`src/rtl/ternary_pkg.sv`:
```
// Shared definitions for the ternary matrix-vector multiplier: weight codes,
// FSM states and the saturating narrowing helper.
package ternary_pkg;

    localparam logic [1:0] W_POS = 2'b01;
    localparam logic [1:0] W_NEG = 2'b11;

    typedef enum logic [1:0] {IDLE, ACCUM, DRAIN} state_t;

    // Clamps a sign-extended accumulator value into the signed range of bw bits.
    function automatic logic signed [63:0] sat_narrow(input logic signed [63:0] v, input int bw);
        logic signed [63:0] hi;
        logic signed [63:0] lo;
        hi = (64'sd1 <<< (bw - 1)) - 64'sd1;
        lo = -(64'sd1 <<< (bw - 1));
        if (v > hi) return hi;
        if (v < lo) return lo;
        return v;
    endfunction

endpackage

```
`src/rtl/ternary_lane_mac.sv`:
```
// Combinational LANES-term ternary dot product for one output column.
module ternary_lane_mac
    import ternary_pkg::*;
#(
    parameter int LANES     = 2,
    parameter int BIT_WIDTH = 8,
    parameter int ACC_WIDTH = 12
) (
    input  logic [LANES*BIT_WIDTH-1:0] x,
    input  logic [2*LANES-1:0]         w,
    output logic signed [ACC_WIDTH-1:0] sum
);

    logic signed [ACC_WIDTH-1:0] xe;

    // Sign-extend before negating so that -(-2^(BIT_WIDTH-1)) stays exact.
    always_comb begin
        sum = '0;
        xe  = '0;
        for (int l = 0; l < LANES; l++) begin
            xe = ACC_WIDTH'(signed'(x[l*BIT_WIDTH +: BIT_WIDTH]));
            if (w[2*l +: 2] == W_POS) begin
                sum = sum + xe;
            end else if (w[2*l +: 2] == W_NEG) begin
                sum = sum - xe;
            end
        end
    end

endmodule

```
`src/rtl/ternary_mvm_stream.sv`:
```
// Streaming ternary matrix-vector multiplier with valid/ready on both sides.
// Define TERNARY_MVM_SAT_EN to saturate results instead of wrapping them.
module ternary_mvm_stream
    import ternary_pkg::*;
#(
    parameter int IN_LEN    = 14,
    parameter int OUT_LEN   = 7,
    parameter int BIT_WIDTH = 8,
    parameter int LANES     = 2
) (
    input  logic                          clk,
    input  logic                          rst,
    input  logic                          in_valid,
    output logic                          in_ready,
    input  logic [LANES*BIT_WIDTH-1:0]    in_data,
    input  logic [2*IN_LEN*OUT_LEN-1:0]   w,
    output logic                          out_valid,
    input  logic                          out_ready,
    output logic [BIT_WIDTH-1:0]          out_data,
    output logic [$clog2(OUT_LEN)-1:0]    out_idx,
    output logic                          out_last,
    output logic                          busy
);

    localparam int BEATS     = IN_LEN / LANES;
    localparam int ACC_WIDTH = BIT_WIDTH + $clog2(IN_LEN) + 1;
    localparam int BEAT_W    = (BEATS > 1) ? $clog2(BEATS) : 1;
    localparam int IDX_W     = $clog2(OUT_LEN);

    state_t state;
    state_t next_state;
    logic [BEAT_W-1:0] beat_cnt;
    logic [IDX_W-1:0]  next_idx;
    logic              accept;
    logic              last_beat;
    logic              idx_last;

    logic [2*LANES-1:0]          col_w   [OUT_LEN];
    logic signed [ACC_WIDTH-1:0] contrib [OUT_LEN];
    logic signed [ACC_WIDTH-1:0] acc     [OUT_LEN];

    assign accept    = in_valid && in_ready;
    assign last_beat = (beat_cnt == BEAT_W'(BEATS - 1));
    assign idx_last  = (out_idx == IDX_W'(OUT_LEN - 1));

    // Pick out, for each column, the weight codes of the elements in the current beat.
    always_comb begin
        for (int o = 0; o < OUT_LEN; o++) begin
            col_w[o] = '0;
            for (int l = 0; l < LANES; l++) begin
                col_w[o][2*l +: 2] = w[2*((int'(beat_cnt)*LANES + l)*OUT_LEN + o) +: 2];
            end
        end
    end

    for (genvar o = 0; o < OUT_LEN; o++) begin : g_col
        ternary_lane_mac #(
            .LANES     (LANES),
            .BIT_WIDTH (BIT_WIDTH),
            .ACC_WIDTH (ACC_WIDTH)
        ) u_mac (
            .x   (in_data),
            .w   (col_w[o]),
            .sum (contrib[o])
        );
    end

    always_comb begin
        next_state = state;
        next_idx   = out_idx;
        unique case (state)
            IDLE, ACCUM: begin
                if (accept) next_state = last_beat ? DRAIN : ACCUM;
            end
            DRAIN: begin
                if (out_ready) begin
                    if (idx_last) begin
                        next_state = IDLE;
                        next_idx   = '0;
                    end else begin
                        next_idx = out_idx + 1'b1;
                    end
                end
            end
            default: next_state = IDLE;
        endcase
    end

    // Handshake and status outputs are registered from the next-state decode.
    always_ff @(posedge clk) begin
        if (rst) begin
            state     <= IDLE;
            in_ready  <= 1'b1;
            out_valid <= 1'b0;
            busy      <= 1'b0;
            out_idx   <= '0;
            out_last  <= 1'b0;
        end else begin
            state     <= next_state;
            in_ready  <= (next_state != DRAIN);
            out_valid <= (next_state == DRAIN);
            busy      <= (next_state != IDLE);
            out_idx   <= next_idx;
            out_last  <= (next_state == DRAIN) && (next_idx == IDX_W'(OUT_LEN - 1));
        end
    end

    always_ff @(posedge clk) begin
        if (rst) begin
            beat_cnt <= '0;
            for (int o = 0; o < OUT_LEN; o++) acc[o] <= '0;
        end else if (accept) begin
            beat_cnt <= last_beat ? '0 : beat_cnt + 1'b1;
            for (int o = 0; o < OUT_LEN; o++) begin
                if (beat_cnt == '0) acc[o] <= contrib[o];
                else                acc[o] <= acc[o] + contrib[o];
            end
        end
    end

`ifdef TERNARY_MVM_SAT_EN
    assign out_data = BIT_WIDTH'(sat_narrow(64'(acc[out_idx]), BIT_WIDTH));
`else
    assign out_data = acc[out_idx][BIT_WIDTH-1:0];
`endif

endmodule

```
`config.mk`:
```
export PLATFORM = sky130hd
export DESIGN_NAME = ternary_mvm_stream
export DESIGN_NICKNAME = d
export VERILOG_FILES = /design/src/rtl/ternary_pkg.sv /design/src/rtl/ternary_lane_mac.sv /design/src/rtl/ternary_mvm_stream.sv
export SDC_FILE = /design/constraint.sdc
export NUM_CORES = 1
export LEC_CHECK = 0
export BUFFER_PORTS_ARGS = -buffer_cell sky130_fd_sc_hd__buf_2
export CAP_MARGIN = 0
export CORE_MARGIN = 1
export CORE_UTILIZATION = 40
export DETAILED_ROUTE_END_ITERATION = 12
export GPL_TIMING_DRIVEN = 0
export PLACE_DENSITY = 0.59
export SLEW_MARGIN = 20
export SYNTH_ARGS = -nofsm -noshare
export SYNTH_HDL_FRONTEND = slang
export SYNTH_SLANG_ARGS = --single-unit
```
`constraint.sdc`:
```
create_clock -name clk -period 11.4 [get_ports clk]
set_clock_uncertainty 0.15 [all_clocks]
set_input_delay 1.14 -clock clk [delete_from_list [all_inputs] [get_ports clk]]
set_output_delay 1.14 -clock clk [all_outputs]
set_load 0.01 [all_outputs]
```
# Word level (Yosys, flattened, before mapping)
# Memories as Yosys holds them, arrays and structs flattened. A register that Yosys moved wholly into a read port is not among the register bits.
# Cells that the tools add are included.
dict set report word_totals {
  ff_bits 12
  ram_bits 91
  in_bits 216
  output_inout_bits 15
  wordCells 178
  mem_count 1
}
# name words width rd rd_clocked_by_memory_dff wr line
set mem_list {}
lappend mem_list {acc 7 13 8 1 7 ternary_mvm_stream.sv:40} ;# logic signed [ACC_WIDTH-1:0] acc [OUT_LEN];
dict set report op_classes {
  add_sub_neg 37
  n_mul 2
  n_eq_ne 35
  shift 14
  muxes 62
  bitwise_logic 14
  n_reduce_logical 6
}
# operator n
set ops {}
lappend ops {{indexed part select 196 x 32 -> 2 bit} 12}
lappend ops {{two-way mux 13 bit} 42}
lappend ops {{indexed part select 196 x 10 -> 2 bit} 1}
lappend ops {{indexed part select 196 x 11 -> 2 bit} 1}
lappend ops {{adder 31 x 3 -> 31 bit (second input constant)} 4}
lappend ops {{adder 31 x 4 -> 31 bit (second input constant)} 4}
lappend ops {{adder 13 bit} 7}
lappend ops {{adder 13 x 8 -> 13 bit} 7}
lappend ops {{subtractor 13 x 8 -> 13 bit} 7}
lappend ops {{adder 31 x 2 -> 31 bit (second input constant)} 2}
lappend ops {{equality test 2 bit (second input constant)} 16}
lappend ops {{equality test 2 x 1 -> 1 bit (second input constant)} 15}
lappend ops {{two-way mux 3 bit} 5}
lappend ops {{bitwise OR 1 bit} 14}
lappend ops {{two-way mux 1 bit} 10}
lappend ops {{adder 8 x 3 -> 9 bit (second input constant)} 1}
lappend ops {{equality test 3 bit (second input constant)} 3}
lappend ops {{subtractor 1 x 8 -> 9 bit (first input constant)} 1}
lappend ops {{adder 7 x 3 -> 8 bit (second input constant)} 1}
lappend ops {{multiplier 5 x 3 -> 8 bit (second input constant)} 1}
lappend ops {{two-way mux 2 bit} 4}
lappend ops {{adder 3 x 1 -> 3 bit (second input constant)} 2}
lappend ops {{multiplier 3 x 3 -> 6 bit (second input constant)} 1}
lappend ops {{adder 4 x 1 -> 5 bit (second input constant)} 1}
lappend ops {{other kinds (7)} 8}

# Logic depth before layout (Yosys ltp)
# Gate-level depths: netlist of run 1.
dict set report logic_depth {
  word_depth 11
  ltp_mapped 40
  depth_no_buf 31
}

# Cells and area by module
# From an unflattened synthesis of run 1, not the netlist that was laid out.
dict set report hier_totals {
  cells_unflattened 2480
  hier_area_um2 20885.0
}
# module instances cells_each area_each_um2 seq_area_each_um2
set by_module_without_submodules {}
lappend by_module_without_submodules {ternary_mvm_stream 1 1274 12370.6 1921.8}
lappend by_module_without_submodules {{ternary_lane_mac at g_col[1].u_mac ...} 4 165 1184.9 0.0}
lappend by_module_without_submodules {{ternary_lane_mac at g_col[4].u_mac} 1 182 1278.7 0.0}
lappend by_module_without_submodules {{ternary_lane_mac at g_col[3].u_mac} 1 186 1276.2 0.0}
lappend by_module_without_submodules {{ternary_lane_mac at g_col[0].u_mac} 1 178 1219.9 0.0}

# Least setup slack after synthesis of run 1
# No wires, ideal clock.
dict set report synth_timing {
  path_kind {reg2reg}
  startpoint {register beat_cnt[0]}
  endpoint {memory acc[4][7] (netlist name) (data pin)}
  setup_time_ps 268
  t_arrival_ps 7957
  required_time_ps 10982
  setup_slack_ps 3025
  path_stages_with_launch 37
  path_buffers 8
  period_less_slack_ps 8375
  path_cell_list {dfxtp_1 -> buf_6 -> buf_12 -> buf_8 -> buf_6 -> inv_2 -> buf_1 -> fa_1 -> ha_1 -> fa_1 -> buf_2 -> xor2_1 -> buf_2 -> mux2i_1 -> mux4_2 -> nand2_1 -> and2_1 -> clkbuf_1 -> a21oi_1 -> nor2_1 -> ha_1 -> nor2b_1 -> o21ai_0 -> a21boi_0 -> o21ai_0 -> or4b_2 -> a21oi_1 -> nor2b_1 -> mux2_2 -> ha_1 -> inv_1 -> o21bai_1 -> a21oi_1 -> mux2i_1 -> xnor2_1 -> o21ai_0 -> nor3b_1}
}
# item line
set synth_rtl {}
lappend synth_rtl {{start: declaration} ternary_mvm_stream.sv:32} ;# logic [BEAT_W-1:0] beat_cnt;
lappend synth_rtl {{start signal: assignment} ternary_mvm_stream.sv:113} ;# beat_cnt <= last_beat ? '0 : beat_cnt + 1'b1;
lappend synth_rtl {{end: declaration} ternary_mvm_stream.sv:40}

==> out/metrics.yaml, run 1 <==
detailed_routing:
  routed.top_layer: "met4"
  drt_wl_total_um: 73700
  drtIter0Drc: 1480
  route.met2.wl_um: 36100
  drc: 0
  postRouteAntennaNets: 0
  met3_wirelength_um: 5060
  viasPerCell: 6.38
  wl_per_cell_um: 26.8
  wl_met1_um: 29200
  num_vias: 17600
  dr.pass1.iters: 5
layout:
  layout-drive-gt1-share: 0.258
  multi_input_area_um2: 15100
  fill_cells: 4399
  layout.area.seq_um2: 1920
  postLayoutCellArea_um2: 20400
  num_antenna_cells: 0
  final_util: 0.458
  final_nets: 2558
  layout_commonest_cell: "buf_2"
  synthToLayoutAreaGrowth_pct: 12.2
  final_cell_mix: "249 x buf_2, 170 x a21oi_1, 166 x mux4_2"
floorplan:
  dieArea_um2: 46300
  chipHeight_um: 215
  core_area_um2: 44500
  io_pins: 231
  start_util: 0.408
  fp-row-count: 77
  fp.dieW_um: 215
power:
  ir_worst_vdd_mv: 0.0836
  leakagePower_uw: 0.00845
  powerDensity_nw_per_um2: 170
clocking:
  ctsHoldBuffers: 0
  cts.sinks: 68
  cts-root-buf: "clkbuf_16"
  ctsResizeCount: 0
  post_cts_buffers: 0
  numCtsBuffers: 9
  cts.reportedPaths.clkPinSlew_ns: 0.07
  clock_latency_ns: 0.35
  cts_tree: "built"
  clock_path_buffers: 2
  htreeDepth: 3
yosys:
  syn_area_per_cell_um2: 9.50
  synth_adder_area_share: 0.140
  synthSimpleGateAreaFrac: 0.130
  ys_ff_latch: 68
  ys_seq_area_frac: 0.106
  synth_edf_count: 56
  synth_top_cell_by_area: "mux4_2"
  synth_xor_area_frac: 0.0649
  syn-num-nets: 2317
  synthArstFlopShare: 0
  synth_mux_area_frac: 0.328
  synth_area_um2: 18200
  synthFlopType: "edfxtp_1"
  synth_cell_types: 96
  yosysWarnings: 0
  yosys-top-cells-area: "mux4_2 21%, ha_1 11%, edfxtp_1 9.3%"
  synth_top_family_by_area: "multiplexers"
  postSynthCellCount: 1913
  synth_top_area_frac: 0.206
  synth-compound-area-share: 0.169
worst_hold_path:
  holdPathEnd: "state[0]"
  hp-start: "state[1]"
  hold_class: "reg -> reg"
  whs_path_depth: 1
critical_path:
  critPathArrivalTime_ns: 10.50
  critical_path.top_delay_family: "buffers and inverters"
  crit_path_max_incr_delay_ns: 0.81
  crit_buf_inv: 10
  cp-start-kind: "register"
  r2r_start: "beat_cnt[0]"
  ff2ff_setup_slack_ns: 0.81
  critical_path_required_ns: 11.32
  path_class: "reg -> reg"
  rr_worst_depth: 36
  cpMaxStageDelayCell: "buf_1"
  r2r_end: "acc[4][7]"
  crit_fanout: 16
  critPathCaptureType: "register"
placed_design:
  place_congestion: 0.974
  hpwlAfterDp_um: 60700
  port_buffers: 229
  placement.cell_area_um2: 20100
grt:
  antenna_found_initial: 1
  grt-ovfl-total: 0
  grt_max_degree: 51
  grt_pass1_vias: 17500
  grt_use_total: 0.313
  grt_pass1_wl_um: 110000
flow_run:
  cap_violations: 0
sta:
  setup_viol: 0
  hold_viol: 0
  rsz0062_at_grt: "false"
  worst_slew_pin_slew_ns: 1.11
  drv_slew: 0
  setup_tns_ns: 0
  max_slew_margin: 0.257
  fin_crit_sh: 0.929
  fmax_mhz: 94.5
  fin_crit_ns: 10.59
outcome:
  status: "completed"
power breakdown:
group | total (uW) | switching [uW] | internal (uW)
Clock | 278 | 123 | 155
Sequential | 373 | 40.8 | 332
Combinational | 2820 | 1620 | 1200
Total | 3470 | 1790 | 1690
worst max path at each step:
stage | depth (start not counted) | end | slack (ns) | from
finish | 36 | acc[4][7] | 0.81 | beat_cnt[0]
global route | 36 | acc[4][7] | 0.30 | beat_cnt[0]
CTS | 36 | acc[4][7] | 0.87 | beat_cnt[0]
detailed placement | 36 | acc[4][7] | 0.95 | beat_cnt[0]
global placement | 36 | acc[4][7] | 0.97 | beat_cnt[0]
floorplan | 36 | acc[4][7] | 3.02 | beat_cnt[0]
cell type report:
class / count / area share
buffer: 118 / 0.0374
clock buffer: 10 / 0.0117
clock inverter: 6 / 0.00215
inverter: 94 / 0.0173
multi-input combinational: 1633 / 0.743
sequential: 68 / 0.0943
tap: 592 / 0.0363
timing repair buffer: 230 / 0.0576
cells in the mapped netlist, types with 41 or more instances:
library cell / number
ha_1: 162
xnor2_1: 87
mux2_2: 46
clkbuf_1: 52
mux2i_1: 112
edfxtp_1: 56
mux4_2: 166
o21bai_1: 41
nand2_1: 114
a21oi_1: 170
o21ai_0: 100
nor2_1: 151
inv_1: 91
flip-flops by register name (all words and copies together), names as in the netlist:
signal	cells
beat_cnt	3
state	2
out_valid	1
acc	56
out_idx	3
busy	1
in_ready	1
out_last	1
cell families (layout without fill, tap and decap cells):
| logic type | count (synthesis) | in the layout |
|---|---|---|
| buffers and inverters | 212 | 458 |
| AO/OA/AOI/OAI | 483 | 483 |
| flip-flops | 68 | 68 |
| adder cells (fa/ha/maj) | 188 | 188 |
| multiplexers | 347 | 347 |
| AND/OR/NAND/NOR | 486 | 486 |
| XOR/XNOR | 129 | 129 |
per-layer routing:
| metal | global-route usage | vias up |
|---|---|---|
| li1 | - | 7782 |
| met1 | 0.391 | 8675 |
| met2 | 0.544 | 939 |
| met3 | 0.0341 | 159 |
| met4 | 0.134 | 0 |
| met5 | 0 | - |
per-stage QoR:
step | setup WS, ns | hold slack (ns) | total power, uW | std cells
after global placement | 0.973 | 0.341 | 3090 | 2734
after CTS | 0.874 | 0.360 | 3440 | 2751
final | 0.815 | 0.359 | 3470 | 2751
after detailed placement | 0.949 | 0.350 | 3150 | 2735
after global routing | 0.299 | 0.378 | 3710 | 2751
after floorplan | 3.02 | 0.298 | 2380 | 1913
(Power assumes the default switching activity.)
==> inputs of run 2 (changes only) <==
- CELL_PAD_IN_SITES_DETAIL_PLACEMENT: unset -> 0
- CELL_PAD_IN_SITES_GLOBAL_PLACEMENT: unset -> 1
- PLACE_DENSITY: 0.59 -> 0.73
==> run 2 against run 1 <==
Sequential cell count unchanged. Count of clock-buffer cells in the layout increased by 1. Critical path depth unchanged. Sequential share of layout area about the same. Final area increased by 0.19%. Combinational power about the same. Cell count about the same. Global-route usage decreased by 0.12 points. Largest cell class unchanged.
==> out/metrics.yaml, run 2 (synthesis gave the netlist of run 1 again) <==
critical_path:
  crit_path_max_incr_delay_ns: 0.81  # about the same
  r2r_start: "beat_cnt[0]"
  critPathArrivalTime_ns: 10.57  # +0.07 ns
  startpoint: "beat_cnt[0]"
  cp-start-kind: "register"
  cpMaxStageDelayCell: "buf_1"
  critical_path_required_ns: 11.30  # -0.02 ns
  ff2ff_setup_slack_ns: 0.73  # -0.08 ns
  crit_fanout: 16  # unchanged
  critPathCaptureType: "register"
  path_class: "reg -> reg"
detailed_routing:
  drt_wl_total_um: 73500  # -0.29%
  postRouteAntennaNets: 0  # unchanged
  drc: 0  # unchanged
  wl_per_cell_um: 26.7  # -0.33%
  viasPerCell: 6.47  # +1.3%
  drtIter0Drc: 1840  # +24%
  dr.pass1.iters: 6  # +1
  num_vias: 17800  # +1.4%
clocking:
  cts_tree: "built"
  clock_path_buffers: 2  # unchanged
  htreeDepth: 3  # unchanged
  cts.sinks: 68  # unchanged
  cts.reportedPaths.clkPinSlew_ns: 0.07  # about the same
  clock_latency_ns: 0.35  # about the same
  numCtsBuffers: 9  # unchanged
  ctsResizeCount: 0  # unchanged
  cts-root-buf: "clkbuf_16"
  ctsHoldBuffers: 0  # unchanged
  post_cts_buffers: 0  # unchanged
power:
  p_seq_frac: 0.108  # about the same
  clkPwrFrac: 0.087  # +0.007
  p_sw_uw: 1790  # about the same
  leakagePower_uw: 0.00846  # +0.12%
  total_power_uw: 3500  # +0.79%
  swShare: 0.510  # -0.00410
  powerDensity_nw_per_um2: 171  # +0.60%
  p_int_uw: 1720  # +1.6%
  ir_worst_vdd_mv: 0.0987  # +18%
  combinationalPowerShare: 0.804  # -0.009
worst_hold_path:
  hold_class: "reg -> reg"
  hp-start: "state[1]"
floorplan:
  chipHeight_um: 215  # unchanged
  io_pins: 231  # unchanged
  core_area_um2: 44500  # unchanged
  start_util: 0.408  # unchanged
  fp.dieW_um: 215  # unchanged
  fp-row-count: 77  # unchanged
  dieArea_um2: 46300  # unchanged
layout:
  layout_commonest_cell: "buf_2"
  fill_cells: 4378  # -0.48%
  multi_input_area_um2: 15200  # about the same
  synthToLayoutAreaGrowth_pct: 12.4
  final_cell_mix: "249 x buf_2, 170 x a21oi_1, 166 x mux4_2"
  final_nets: 2558  # unchanged
  layout-drive-gt1-share: 0.258  # unchanged
  largest_reg_flops: 56  # unchanged
  top_register: "acc"
  largestRegisters: "acc (56), beat_cnt (3), out_idx (3)"
  layout.area.seq_um2: 1920  # unchanged
sta:
  fin_crit_sh: 0.936  # +0.00743
  drv_slew: 0  # unchanged
  rsz0062_at_grt: "false"
  fin_crit_ns: 10.67  # +0.0847 ns
  setup_viol: 0  # unchanged
  worst_slew_pin_slew_ns: 1.17  # +0.0611 ns
  whs_ns: 0.353  # -0.00652 ns
  setup_tns_ns: 0  # unchanged
  fmax_mhz: 93.7  # -0.79%
  hold_viol: 0  # unchanged
  max_slew_margin: 0.216  # -0.0411
placed_design:
  hpwlAfterDp_um: 60000  # -1.1%
  port_buffers: 229  # unchanged
  place_congestion: 1.01  # +4.1%
grt:
  grt_use_total: 0.312  # -0.00117
  grt_max_degree: 48  # -5.9%
  antenna_found_initial: 2  # +1
  grt_pass1_wl_um: 109000  # -0.46%
  grt-ovfl-total: 0  # unchanged
  grt_pass1_vias: 17400  # -0.64%
flow_run:
  cap_violations: 0  # unchanged
outcome:
  status: "completed"
## run 2: stage by stage
stage	worst slack [ns]	area, um2	util	std cells
3_3_place_gp	1.02	20100	0.451	2734
5_1_grt	0.393	20400	0.459	2752
6_report	0.730	20400	0.459	2752
4_1_cts	0.949	20400	0.459	2751
3_5_place_dp	0.995	20100	0.452	2735
2_1_floorplan	3.02	18200	-	1913
## run 2: layer usage
layer	track usage	vias to the layer above	share of wire
li1	-	7783	-
met1	0.419	8726	0.41
met2	0.502	1103	0.46
met3	0.0570	183	0.093
met4	0.106	0	0.038
met5	0	-	0
## run 2: area by class of cell
class / instances / area share
sequential: 68 / 0.0941
multi-input combinational: 1633 / 0.742
clock buffer: 11 / 0.0124
buffer: 118 / 0.0373
clock inverter: 5 / 0.00294
tap: 592 / 0.0363
antenna: 1 / 0.000123
timing repair buffer: 230 / 0.0575
inverter: 94 / 0.0173
## run 2: worst paths after layout
check	cells past startpoint	endpoint
worst max-delay path	36	acc[4][7]
worst min-delay path	1	state[0]
worst max register to register	36	acc[4][7]
worst min register to register	1	state[0]
## run 2: worst max-delay path, delay by kind of cell, from the launching register on
family	cells	cell delay, ns
compound gates	8	1.46
xor+xnor	2	0.75
buf+inv	10	2.82
flops	1	0.42
mux	4	1.28
simple gates	7	1.54
fa+ha+maj	5	1.91
## run 2: power by group through the flow
| stage | combinational, uW | sequential [uW] | clock, uW |
|---|---|---|---|
| 6_report | 2820 | 379 | 305 |
| 5_1_grt | 3030 | 384 | 316 |
| 4_1_cts | 2770 | 379 | 306 |
| 3_5_place_dp | 2750 | 384 | 0 |
| 3_3_place_gp | 2700 | 384 | 0 |
| 2_1_floorplan | 2020 | 358 | 0 |
